### config.mk
export PLATFORM = sky130hd
export DESIGN_NAME = jstep_ctrl
export DESIGN_NICKNAME = d
export VERILOG_FILES = /design/src/rtl/jstep_ctrl.sv
export SDC_FILE = /design/constraint.sdc
export NUM_CORES = 1
export LEC_CHECK = 0
export ABC_AREA = 1
export CELL_PAD_IN_SITES_DETAIL_PLACEMENT = 1
export CELL_PAD_IN_SITES_GLOBAL_PLACEMENT = 1
export CORE_MARGIN = 8
export CORE_UTILIZATION = 47
export CTS_CLUSTER_DIAMETER = 200
export DETAILED_ROUTE_END_ITERATION = 7
export DONT_BUFFER_PORTS = 1
export GPL_TIMING_DRIVEN = 0
export PLACE_DENSITY_LB_ADDON = 0.1
export SETUP_SLACK_MARGIN = 0.05
export SLEW_MARGIN = 20
export SYNTH_ARGS = -nofsm -noshare
export SYNTH_HDL_FRONTEND = slang
export SYNTH_SLANG_ARGS = --single-unit
### constraint.sdc
create_clock -name clk -period 2.6 [get_ports clk]
set_input_delay 0.52 -clock clk [delete_from_list [all_inputs] [get_ports clk]]
set_output_delay 0.52 -clock clk [all_outputs]
set_load 0.05 [all_outputs]
### src/rtl/jstep_ctrl.sv
// jstep_ctrl: run/pause/halt controller for the CPU timing section.
// Produces the four-phase clock set and the 6-step one-hot stepper from the
// master clock. It also handles the run modes, halt requests and a
// completed-instruction counter.
module jstep_ctrl #(
  parameter int unsigned ICNT_W = 16
) (
  input  logic              clk,
  input  logic              reset,
  input  logic [1:0]        mode,
  input  logic              go,
  input  logic              halt,
  output logic              wclk,
  output logic              wclkd,
  output logic              wclke,
  output logic              wclks,
  output logic [0:5]        bos,
  output logic              running,
  output logic              halted,
  output logic [ICNT_W-1:0] icnt
);

  typedef enum logic [1:0] {StPause, StRun, StHalted} state_e;

  state_e            state_q, state_d;
  logic [1:0]        p_q, p_d;
  logic [0:5]        bos_d;
  logic [ICNT_W-1:0] icnt_d;
  logic              halt_seen_q, halt_seen_d;
  logic              go_q;
  logic              go_rise;
  logic              last_step;
  logic              run_d;

  assign go_rise   = go & ~go_q;
  assign last_step = (bos == 6'b000001);
  assign run_d     = (state_d == StRun);

  // Next-state logic: phase counter, step rotation, counter and run decision.
  always_comb begin
    state_d     = state_q;
    p_d         = p_q;
    bos_d       = bos;
    icnt_d      = icnt;
    halt_seen_d = halt_seen_q;
    unique case (state_q)
      StPause: begin
        p_d = 2'd0;
        if (halt) begin
          state_d = StHalted;
          bos_d   = 6'b000000;
        end else if ((mode == 2'b00) || go_rise) begin
          state_d = StRun;
        end
      end
      StRun: begin
        // A halt mid-step is remembered so the step still completes cleanly.
        if (halt) halt_seen_d = 1'b1;
        if (p_q != 2'd3) begin
          p_d = p_q + 2'd1;
        end else begin
          p_d   = 2'd0;
          bos_d = {bos[5], bos[0:4]};
          if (last_step) icnt_d = icnt + ICNT_W'(1);
          if (halt_seen_q || halt) begin
            state_d = StHalted;
            bos_d   = 6'b000000;
          end else begin
            unique case (mode)
              2'b00:   state_d = StRun;
              2'b10:   state_d = last_step ? StPause : StRun;
              default: state_d = StPause;
            endcase
          end
        end
      end
      StHalted: begin
        state_d = StHalted;
      end
      default: begin
        state_d = StPause;
      end
    endcase
  end

  // State registers; clock outputs are registered from next state/phase so
  // they are glitch-free and have no path from the inputs.
  always_ff @(posedge clk) begin
    if (reset) begin
      state_q     <= StPause;
      p_q         <= 2'd0;
      bos         <= 6'b100000;
      icnt        <= '0;
      halt_seen_q <= 1'b0;
      go_q        <= 1'b0;
      wclk        <= 1'b0;
      wclkd       <= 1'b0;
      wclke       <= 1'b0;
      wclks       <= 1'b0;
      running     <= 1'b0;
      halted      <= 1'b0;
    end else begin
      state_q     <= state_d;
      p_q         <= p_d;
      bos         <= bos_d;
      icnt        <= icnt_d;
      halt_seen_q <= halt_seen_d;
      go_q        <= go;
      wclk        <= run_d & ~p_d[1];
      wclkd       <= run_d & (p_d[1] ^ p_d[0]);
      wclke       <= run_d & (p_d != 2'd3);
      wclks       <= run_d & (p_d == 2'd1);
      running     <= run_d;
      halted      <= (state_d == StHalted);
    end
  end

endmodule

==> results.py, run 1 <==
metrics = {
    "worst_setup_path": {
        "critPathRequiredTime_ns": 2.87,
        "reg2reg_from": "bos[5]",
        "arrival_ns": 2.15,
        "critical_path.cell_chain": "inv_1 > nor2_1 > nand3_1 > nor2_4 > nand2_2 > o21ai_1 > nand2_1 > nor2_1",
        "cp_max_fo": 4,
        "max_stage_delay_ns": 0.67,
        "startpoint": "bos[5]",
        "crit_type": "flop to flop",
        "critPathCaptureType": "flop",
        "worst_path_most_repeated_cell": "nor2_1",
        "cp_slowest_cell": "dfxtp_1",
        "cp-start-kind": "flop",
    },
    "timing": {
        "fin_crit_ns": 1.88,
        "min_period_over_period_pct": 72.3,
        "whs_ns": 0.301,
        "slew-limit-headroom_pct": 56.1,
        "fin_skew_ns": 0.0175,
        "fin_setup_tns_ns": 0,
        "worst_slack_ns": 0.720,
        "hold_violations": 0,
        "finalSetupViolations": 0,
        "drv_slew": 0,
        "worst_pin_slew_ns": 0.658,
        "rsz0062_at_grt": "false",
        "fmax_ghz": 0.532,
    },
    "finish": {
        "fin_nets": 245,
        "diodes": 0,
        "instances_no_fill": 282,
        "drive_gt1_share_pct": 8.47,
        "areaGrowthSynthToFinish_pct": 7.47,
    },
    "synthesis": {
        "yosysTopAreaCellShare_pct": 41.9,
        "synth_cell_types": 26,
        "synth-adder-area-share_pct": 3.08,
        "synth_top_cells_by_count": "49 x nand2_1, 34 x dfxtp_1, 31 x nor2_1, 26 x inv_1, 22 x a21oi_1",
        "synth_area_mm2": 0.00163,
        "synthArstFlopShare_pct": 0,
        "synthMuxAreaShare_pct": 0,
        "yosysMostFrequentCell": "nand2_1",
        "ys_ff_latch": 34,
        "syn_avg_cell_area_um2": 7.13,
        "synthSimpleGateAreaFrac_pct": 31.6,
        "synth_compound_area_share_pct": 12.7,
        "synth-edff-count": 0,
        "post_synth_xor_area_fraction_pct": 2.16,
        "ys_seq_area_share_pct": 41.9,
        "yosysTopAreaCell": "dfxtp_1",
        "yosys-top-cells-area": "dfxtp_1 42%, nand2_1 11%, nor2_1 7.2%, a21oi_1 6.8%, inv_1 6.0%",
        "synth_ff_type": "dfxtp_1",
        "yosysWarnings": 0,
        "syn_inst": 228,
        "synth_top_family_by_area": "simple AND/OR/NAND/NOR gates",
        "syn_nets": 238,
    },
    "global_route": {
        "grt_max_degree": 12,
        "grt.total_usage_pct": 16.3,
        "grt_pass1_vias": 1591,
        "globalRouteOverflowTotal": 0,
        "antenna_found_initial": 0,
        "grt_pass1_wl_mm": 7.09,
    },
    "placed_design": {
        "numPortBuffers": 0,
        "place.gp.congestion": 0.808,
        "place_worst_setup_slack_ns": 0.719,
        "hpwl_mm": 3.16,
        "dp_cells": 274,
    },
    "job": {
        "timing.max_cap.violations": 0,
    },
    "detailed_routing": {
        "routed_wl_mm": 4.18,
        "routedWlPerCell_um": 14.8,
        "viasPerCell": 5.30,
        "num_vias": 1496,
        "drtIter0Drc": 60,
        "drtPass1Iterations": 4,
        "ant_nets": 0,
        "drc": 0,
    },
    "clocking": {
        "ctsResizeCount": 0,
        "insertion_delay_ns": 0.33,
        "cts_root_buf": "clkbuf_4",
        "clock_path_buffers": 2,
        "cts_tree": "yes",
        "cts-hold-fix-buffers": 0,
        "cts_htree_levels": 2,
        "numCtsBuffers": 5,
        "postCtsSetupRepairBufs": 0,
        "clock-sinks": 34,
        "clk_pin_slew_ns": 0.11,
    },
    "die": {
        "die_w_um": 74.8,
        "rows": 21,
        "core_mm2": 0.00334,
        "dieHeight_um": 74.8,
        "die_area_mm2": 0.00560,
        "initial_utilization_pct": 48.7,
        "ios": 34,
    },
    "outcome": {
        "status": "complete, no violations",
    },
    "power": {
        "ir_worst_vdd_mv": 0.300,
        "power_mw": 0.970,
        "power.density_mw_per_mm2": 555,
        "p_leak_nw": 0.676,
    },
    "worst_hold_path": {
        "hold_path.class": "input pin to flop",
        "hold_start": "go",
    },
}
placed cells by master (no fill, tap or decap), types with 3 or more instances in the layout:
cell / Yosys / final
nor2_1: 31 / 31
a21oi_1: 22 / 22
nand3_1: 11 / 11
clkbuf_4: 0 / 5
nor2_4: 3 / 3
dfxtp_1: 34 / 34
ha_1: 4 / 4
nor3_1: 4 / 4
o21ai_1: 3 / 3
inv_1: 26 / 26
nand2_1: 49 / 49
clkbuf_1: 3 / 3
nand4_1: 8 / 8
o21ai_0: 11 / 11
routing by layer:
| metal | global-route usage (%) | share of wire (%) | vias up |
|---|---|---|---|
| li1 | - | - | 749 |
| met3 | 5.06 | 5.7 | 2 |
| met4 | 6.09 | 0.55 | 0 |
| met5 | 0 | 0 | - |
| met2 | 30.4 | 53 | 23 |
| met1 | 16.6 | 40 | 722 |
stage by stage:
stage	utilization, %	instance area (um2)
floorplan	-	1630
global placement	50.4	1680
detailed placement	50.4	1680
CTS	52.3	1750
global route	52.3	1750
finish	52.3	1750
flip-flops by register name, indices dropped and copies added (netlist names), 2 cells and up:
| name | cells |
|---|---|
| p_q | 2 |
| icnt | 16 |
| state_q | 2 |
| bos | 6 |
critical path, delay by kind of cell, from the launching register on:
kind | cells | cell delay [ns]
compound gates | 1 | 0.18
flops | 1 | 0.67
buf+inv | 1 | 0.14
simple gates | 6 | 0.84
cell families after synthesis:
| group | after synthesis |
|---|---|
| DFF | 34 |
| xor gates and xnor gates | 4 |
| AOI/OAI and AO/OA | 40 |
| and+or+nand+nor | 113 |
| buffers and inverters | 33 |
| adders and majority gates | 4 |
power by group:
group | leakage [nW] | switching [mW] | internal, mW
Sequential | 0.276 | 0.0588 | 0.537
Combinational | 0.365 | 0.0426 | 0.0183
Clock | 0.0343 | 0.183 | 0.130
Total | 0.676 | 0.284 | 0.686
cell type report:
| type | count | area, um2 |
|---|---|---|
| buffer | 6 | 38.8 |
| tap | 46 | 57.6 |
| inverter | 27 | 101 |
| sequential | 34 | 681 |
| clock buffer | 6 | 51.3 |
| clock inverter | 2 | 12.5 |
| fill | 460 | 1590 |
| multi-input combinational | 161 | 805 |
worst paths after layout:
kind / cells past startpoint / to / slack [ns]
max: 8 / icnt[6] / 0.72
max reg2reg: 8 / icnt[6] / 0.72
min reg2reg: 2 / p_q[0] / 0.53
min: 2 / go_q / 0.30
Note: power is estimated with default switching activity, not from simulation.
==> run 2, diff against run 1 <==
- CORE_UTILIZATION: 47 -> 44
- clock period: 2.6 -> 1.9 ns (I/O delays scaled with it)
==> run 2 against run 1 <==
  * Highest routed layer unchanged
  * Critical path depth stayed put
  * Register-to-register slack worse by 0.51 ns
  * Core utilization is 1.4 points lower
  * Count of clock-buffer cells in the layout stayed put
  * Critical path type unchanged
  * Sequential share of layout area is 1.4 points lower
==> results.py, run 2 (same netlist as run 1, synthesis figures left out) <==
metrics = {
    "outcome": {
        "status": "complete, no violations",
    },
    "die": {
        "initial_utilization_pct": 45.1,
        "dieHeight_um": 76.8,
        "die_w_um": 76.8,
        "rows": 22,
        "die_area_mm2": 0.00589,
        "core_mm2": 0.00361,
        "ios": 34,
    },
    "clocking": {
        "cts-hold-fix-buffers": 0,
        "cts_tree": "yes",
        "numCtsBuffers": 5,
        "cts_htree_levels": 2,
        "clock-sinks": 34,
        "insertion_delay_ns": 0.29,
        "cts_root_buf": "clkbuf_8",
        "clock_path_buffers": 2,
        "clk_pin_slew_ns": 0.07,
    },
    "finish": {
        "reg.largest.list": "icnt x16, bos x6",
        "diodes": 0,
        "areaGrowthSynthToFinish_pct": 13.1,
        "largest_reg_flops": 16,
        "final_cell_mix": "49 x nand2_1, 31 x nor2_1, 26 x inv_1, 26 x dfxtp_1, 22 x a21oi_1",
        "final_common_cell": "nand2_1",
        "drive_gt1_share_pct": 11.9,
        "fin_nets": 245,
        "top_register": "icnt",
    },
    "placed_design": {
        "place.gp.congestion": 0.830,
        "numPortBuffers": 0,
        "hpwl_mm": 3.21,
    },
    "timing": {
        "drv_slew": 0,
        "finalSetupViolations": 0,
        "whs_ns": 0.217,
        "worst_pin_slew_ns": 0.671,
        "rsz0062_at_grt": "false",
        "fmax_ghz": 0.591,
        "min_period_over_period_pct": 89.1,
        "hold_violations": 0,
        "fin_skew_ns": 0.00636,
        "fin_setup_tns_ns": 0,
        "slew-limit-headroom_pct": 55.2,
        "fin_crit_ns": 1.69,
    },
    "detailed_routing": {
        "viasPerCell": 5.22,
        "routedWlPerCell_um": 15.1,
        "ant_nets": 0,
        "drtIter0Drc": 68,
        "routed_wl_mm": 4.28,
        "drtPass1Iterations": 4,
        "num_vias": 1482,
        "drc": 0,
    },
    "worst_hold_path": {
        "holdPathStages": 2,
        "hold_path.class": "input pin to flop",
    },
    "power": {
        "seqPwrFrac_pct": 47.1,
        "p_leak_nw": 0.717,
        "switching_share_pct": 23.7,
        "ir_worst_vdd_mv": 0.552,
        "p_sw_mw": 0.411,
        "power.density_mw_per_mm2": 942,
        "p_clk_share_pct": 48.0,
        "power.internal_mw": 1.32,
        "p_comb_share_pct": 4.8,
    },
    "worst_setup_path": {
        "arrival_ns": 1.86,
        "cp-start-kind": "flop",
        "cp_max_fo": 4,
        "critPathRequiredTime_ns": 2.07,
        "crit_type": "flop to flop",
        "critPathCaptureType": "flop",
        "reg2reg_depth": 8,
    },
    "global_route": {
        "grt.total_usage_pct": 14.6,
        "grt_pass1_vias": 1465,
        "grt_max_degree": 12,
        "globalRouteOverflowTotal": 0,
        "antenna_found_initial": 0,
        "grt_pass1_wl_mm": 7.15,
    },
    "job": {
        "timing.max_cap.violations": 0,
    },
}
==> run 2: critical path, stage by stage, from the launching register on <==
cell,delay [ns]
dfxtp_2,0.52
ha_1,0.27
inv_1,0.07
nor2_1,0.24
nand3_1,0.17
nand2_1,0.09
inv_1,0.05
o21ai_1,0.11
a21oi_1,0.07
==> run 2: through the flow <==
stage / power (mW) / util (%) / instances / worst slack [ns] / instance area, um2
after global routing: 1.80 / 51.0 / 284 / 0.0536 / 1840
after CTS: 1.75 / 50.8 / 284 / 0.0625 / 1830
after global placement: 0.911 / 46.7 / 276 / 0.0315 / 1690
after detailed placement: 0.914 / 46.7 / 276 / -0.00602 / 1690
after floorplan: 0.889 / - / 228 / 0.228 / 1630
final: 1.73 / 51.0 / 284 / 0.207 / 1840
==> run 2: area by class of cell <==
type / count / area, um2
buffer: 6 / 38.8
clock buffer: 6 / 82.6
clock inverter: 2 / 60.1
fill: 472 / 1770
inverter: 27 / 101
multi-input combinational: 161 / 805
sequential: 34 / 691
tap: 48 / 60.1
==> run 2: path summary, 6_finish.rpt <==
kind	from	end	slack, ns
setup / recovery	icnt[1]	icnt[12]	0.21
setup reg to reg	icnt[1]	icnt[12]	0.21
hold reg to reg	p_q[0]	p_q[0]	0.51
hold / removal	go	go_q	0.22
==> run 2: power groups by stage <==
stage	Clock (mW)	Sequential (mW)	Combinational, mW
floorplan	0	0.826	0.0629
global placement	0	0.831	0.0791
detailed placement	0	0.832	0.0819
CTS	0.853	0.816	0.0842
global route	0.886	0.818	0.0962
finish	0.832	0.816	0.0837
==> run 2: metal layers <==
metal	track usage (%)	vias up	share of wire [%]
li1	-	748	-
met1	15.2	704	41
met2	25.7	24	51
met3	6.41	6	6.8
met4	4.62	0	1.2
met5	0	-	0
==> run 2: timing repair <==
| action | CTS | global route |
|---|---|---|
| resized for setup | 4 | 4 |
| gates cloned | 0 | 0 |
| setup endpoints to repair | 4 | 21 |
| pin swaps | 0 | 0 |
| setup buffers | 0 | 0 |
==> run 3, diff against run 2 <==
- CORE_UTILIZATION: 44 -> 47
- RECOVER_POWER: unset -> 50
- SKIP_LAST_GASP: unset -> 1
- clock period: 1.9 -> 2.2 ns (I/O delays scaled with it)
==> run 3 against run 2 <==
  * Final cell count down 0.70%
  * Sequential cell count unchanged
  * Worst hold slack better by 0.0060 ns
  * Critical path type unchanged
  * Die area down 5.1%
  * Via count up 1.0%
==> results.py, run 3 (same netlist as run 1, synthesis figures left out) <==
metrics = {
    "outcome": {
        "status": "complete, no violations",
    },
    "worst_setup_path": {
        "critical_path.cell_chain": "inv_2 > nor2_1 > inv_1 > o22ai_1 > inv_1 > ha_1 > nor2_1",
        "max_stage_delay_ns": 0.58,
        "cp-start-kind": "flop",
        "critPathRequiredTime_ns": 2.48,
        "cp_top_family": "simple AND/OR/NAND/NOR gates",
        "critPathCaptureType": "flop",
        "arrival_ns": 2.22,
        "crit_type": "flop to flop",
        "cp_slowest_cell": "nor2_1",
        "cp_max_fo": 10,
        "cp_num_buf_inv": 3,
    },
    "global_route": {
        "globalRouteOverflowTotal": 0,
        "antenna_found_initial": 0,
        "grt_max_degree": 12,
        "grt_pass1_vias": 1591,
        "grt.total_usage_pct": 16.3,
        "grt_pass1_wl_mm": 7.09,
    },
    "detailed_routing": {
        "routed_wl_mm": 4.16,
        "num_vias": 1497,
        "routedWlPerCell_um": 14.8,
        "viasPerCell": 5.31,
        "ant_nets": 0,
        "drc": 0,
        "drtIter0Drc": 61,
        "drtPass1Iterations": 4,
    },
    "clocking": {
        "cts_root_buf": "clkbuf_4",
        "clk_pin_slew_ns": 0.11,
        "insertion_delay_ns": 0.33,
        "cts_htree_levels": 2,
        "postCtsSetupRepairBufs": 0,
        "clock_path_buffers": 2,
        "cts_tree": "yes",
        "cts-hold-fix-buffers": 0,
        "ctsResizeCount": 0,
        "numCtsBuffers": 5,
        "clock-sinks": 34,
    },
    "finish": {
        "drive_gt1_share_pct": 8.05,
        "diodes": 0,
        "largest_reg_flops": 16,
        "final_cell_mix": "49 x nand2_1, 34 x dfxtp_1, 32 x nor2_1",
        "fin_nets": 245,
        "reg.largest.list": "icnt x16, bos x6",
        "final_common_cell": "nand2_1",
        "fill_cells": 461,
        "areaGrowthSynthToFinish_pct": 7.01,
        "top_register": "icnt",
    },
    "placed_design": {
        "numPortBuffers": 0,
        "place.gp.congestion": 0.808,
        "hpwl_mm": 3.16,
    },
    "worst_hold_path": {
        "hold_path.class": "input pin to flop",
    },
    "die": {
        "die_area_mm2": 0.00560,
        "dieHeight_um": 74.8,
        "initial_utilization_pct": 48.7,
        "rows": 21,
        "ios": 34,
        "core_mm2": 0.00334,
        "die_w_um": 74.8,
    },
    "timing": {
        "whs_ns": 0.223,
        "worst_pin_slew_ns": 0.774,
        "fin_setup_tns_ns": 0,
        "fin_skew_ns": 0.0172,
        "hold_violations": 0,
        "rsz0062_at_grt": "false",
        "fmax_ghz": 0.515,
        "slew-limit-headroom_pct": 48.2,
        "drv_slew": 0,
        "finalSetupViolations": 0,
        "min_period_over_period_pct": 88.3,
        "fin_crit_ns": 1.94,
    },
    "job": {
        "timing.max_cap.violations": 0,
    },
    "power": {
        "p_leak_nw": 0.676,
        "ir_worst_vdd_mv": 0.354,
        "power_mw": 1.14,
        "power.density_mw_per_mm2": 658,
    },
}
-- run 3: cell count changes in the layout (fill, tap and decap cells not counted) --
cell	previous run	this run
bufinv_16	2	0
clkbuf_4	0	5
clkbuf_8	6	1
clkinv_2	0	1
clkinvlp_4	0	1
dfxtp_1	26	34
dfxtp_2	8	0
nor2_1	31	32
nor2_4	3	2
-- run 3: final timing paths --
path | from | end | slack [ns] | cells after the start
worst max-delay path | state_q[0] | wclkd | 0.26 | 7
worst max register to register | state_q[0] | wclkd | 0.26 | 7
worst min-delay path | go | go_q | 0.22 | 2
worst min register to register | p_q[0] | p_q[0] | 0.53 | 2
-- run 3: through the flow --
step,setup WS (ns),std cells,utilization [%],instance area (um2)
2_1_floorplan,0.528,228,-,1630
3_3_place_gp,0.351,274,50.4,1680
3_5_place_dp,0.319,274,50.4,1680
4_1_cts,0.302,282,52.3,1750
5_1_grt,0.100,282,52.1,1740
6_report,0.257,282,52.1,1740
-- run 3: layout make-up --
cell class	instances	area [um2]	share of cell area [%]
Buffer	6	38.8	2.23
Clock buffer	6	51.3	2.95
Clock inverter	2	12.5	0.719
Inverter	27	101	5.83
Multi-Input combinational cell	161	797	45.8
Sequential cell	34	681	39.1
Tap cell	46	57.6	3.31
-- run 3: where the power goes --
group	switching (mW)	internal [mW]
Sequential	0.0684	0.635
Clock	0.216	0.154
Combinational	0.0494	0.0211
-- run 3: layer usage --
metal | part of all wire [%] | GRT usage (%) | routed length, um | vias up
met5 | 0 | 0 | 0 | -
met4 | 0.55 | 6.09 | 23 | 0
met3 | 5.6 | 5.06 | 234 | 2
met2 | 54 | 30.4 | 2230 | 21
met1 | 40 | 16.6 | 1670 | 725
li1 | - | - | - | 749
-- run 3: worst reg2reg max path: cells and delay by family (launching register included) --
family	cells	cell delay (ns)
AND/OR/NAND/NOR	2	0.68
buffers and inverters	3	0.28
AO/OA/AOI/OAI	1	0.25
adder cells (fa/ha/maj)	1	0.28
flip-flops	1	0.40
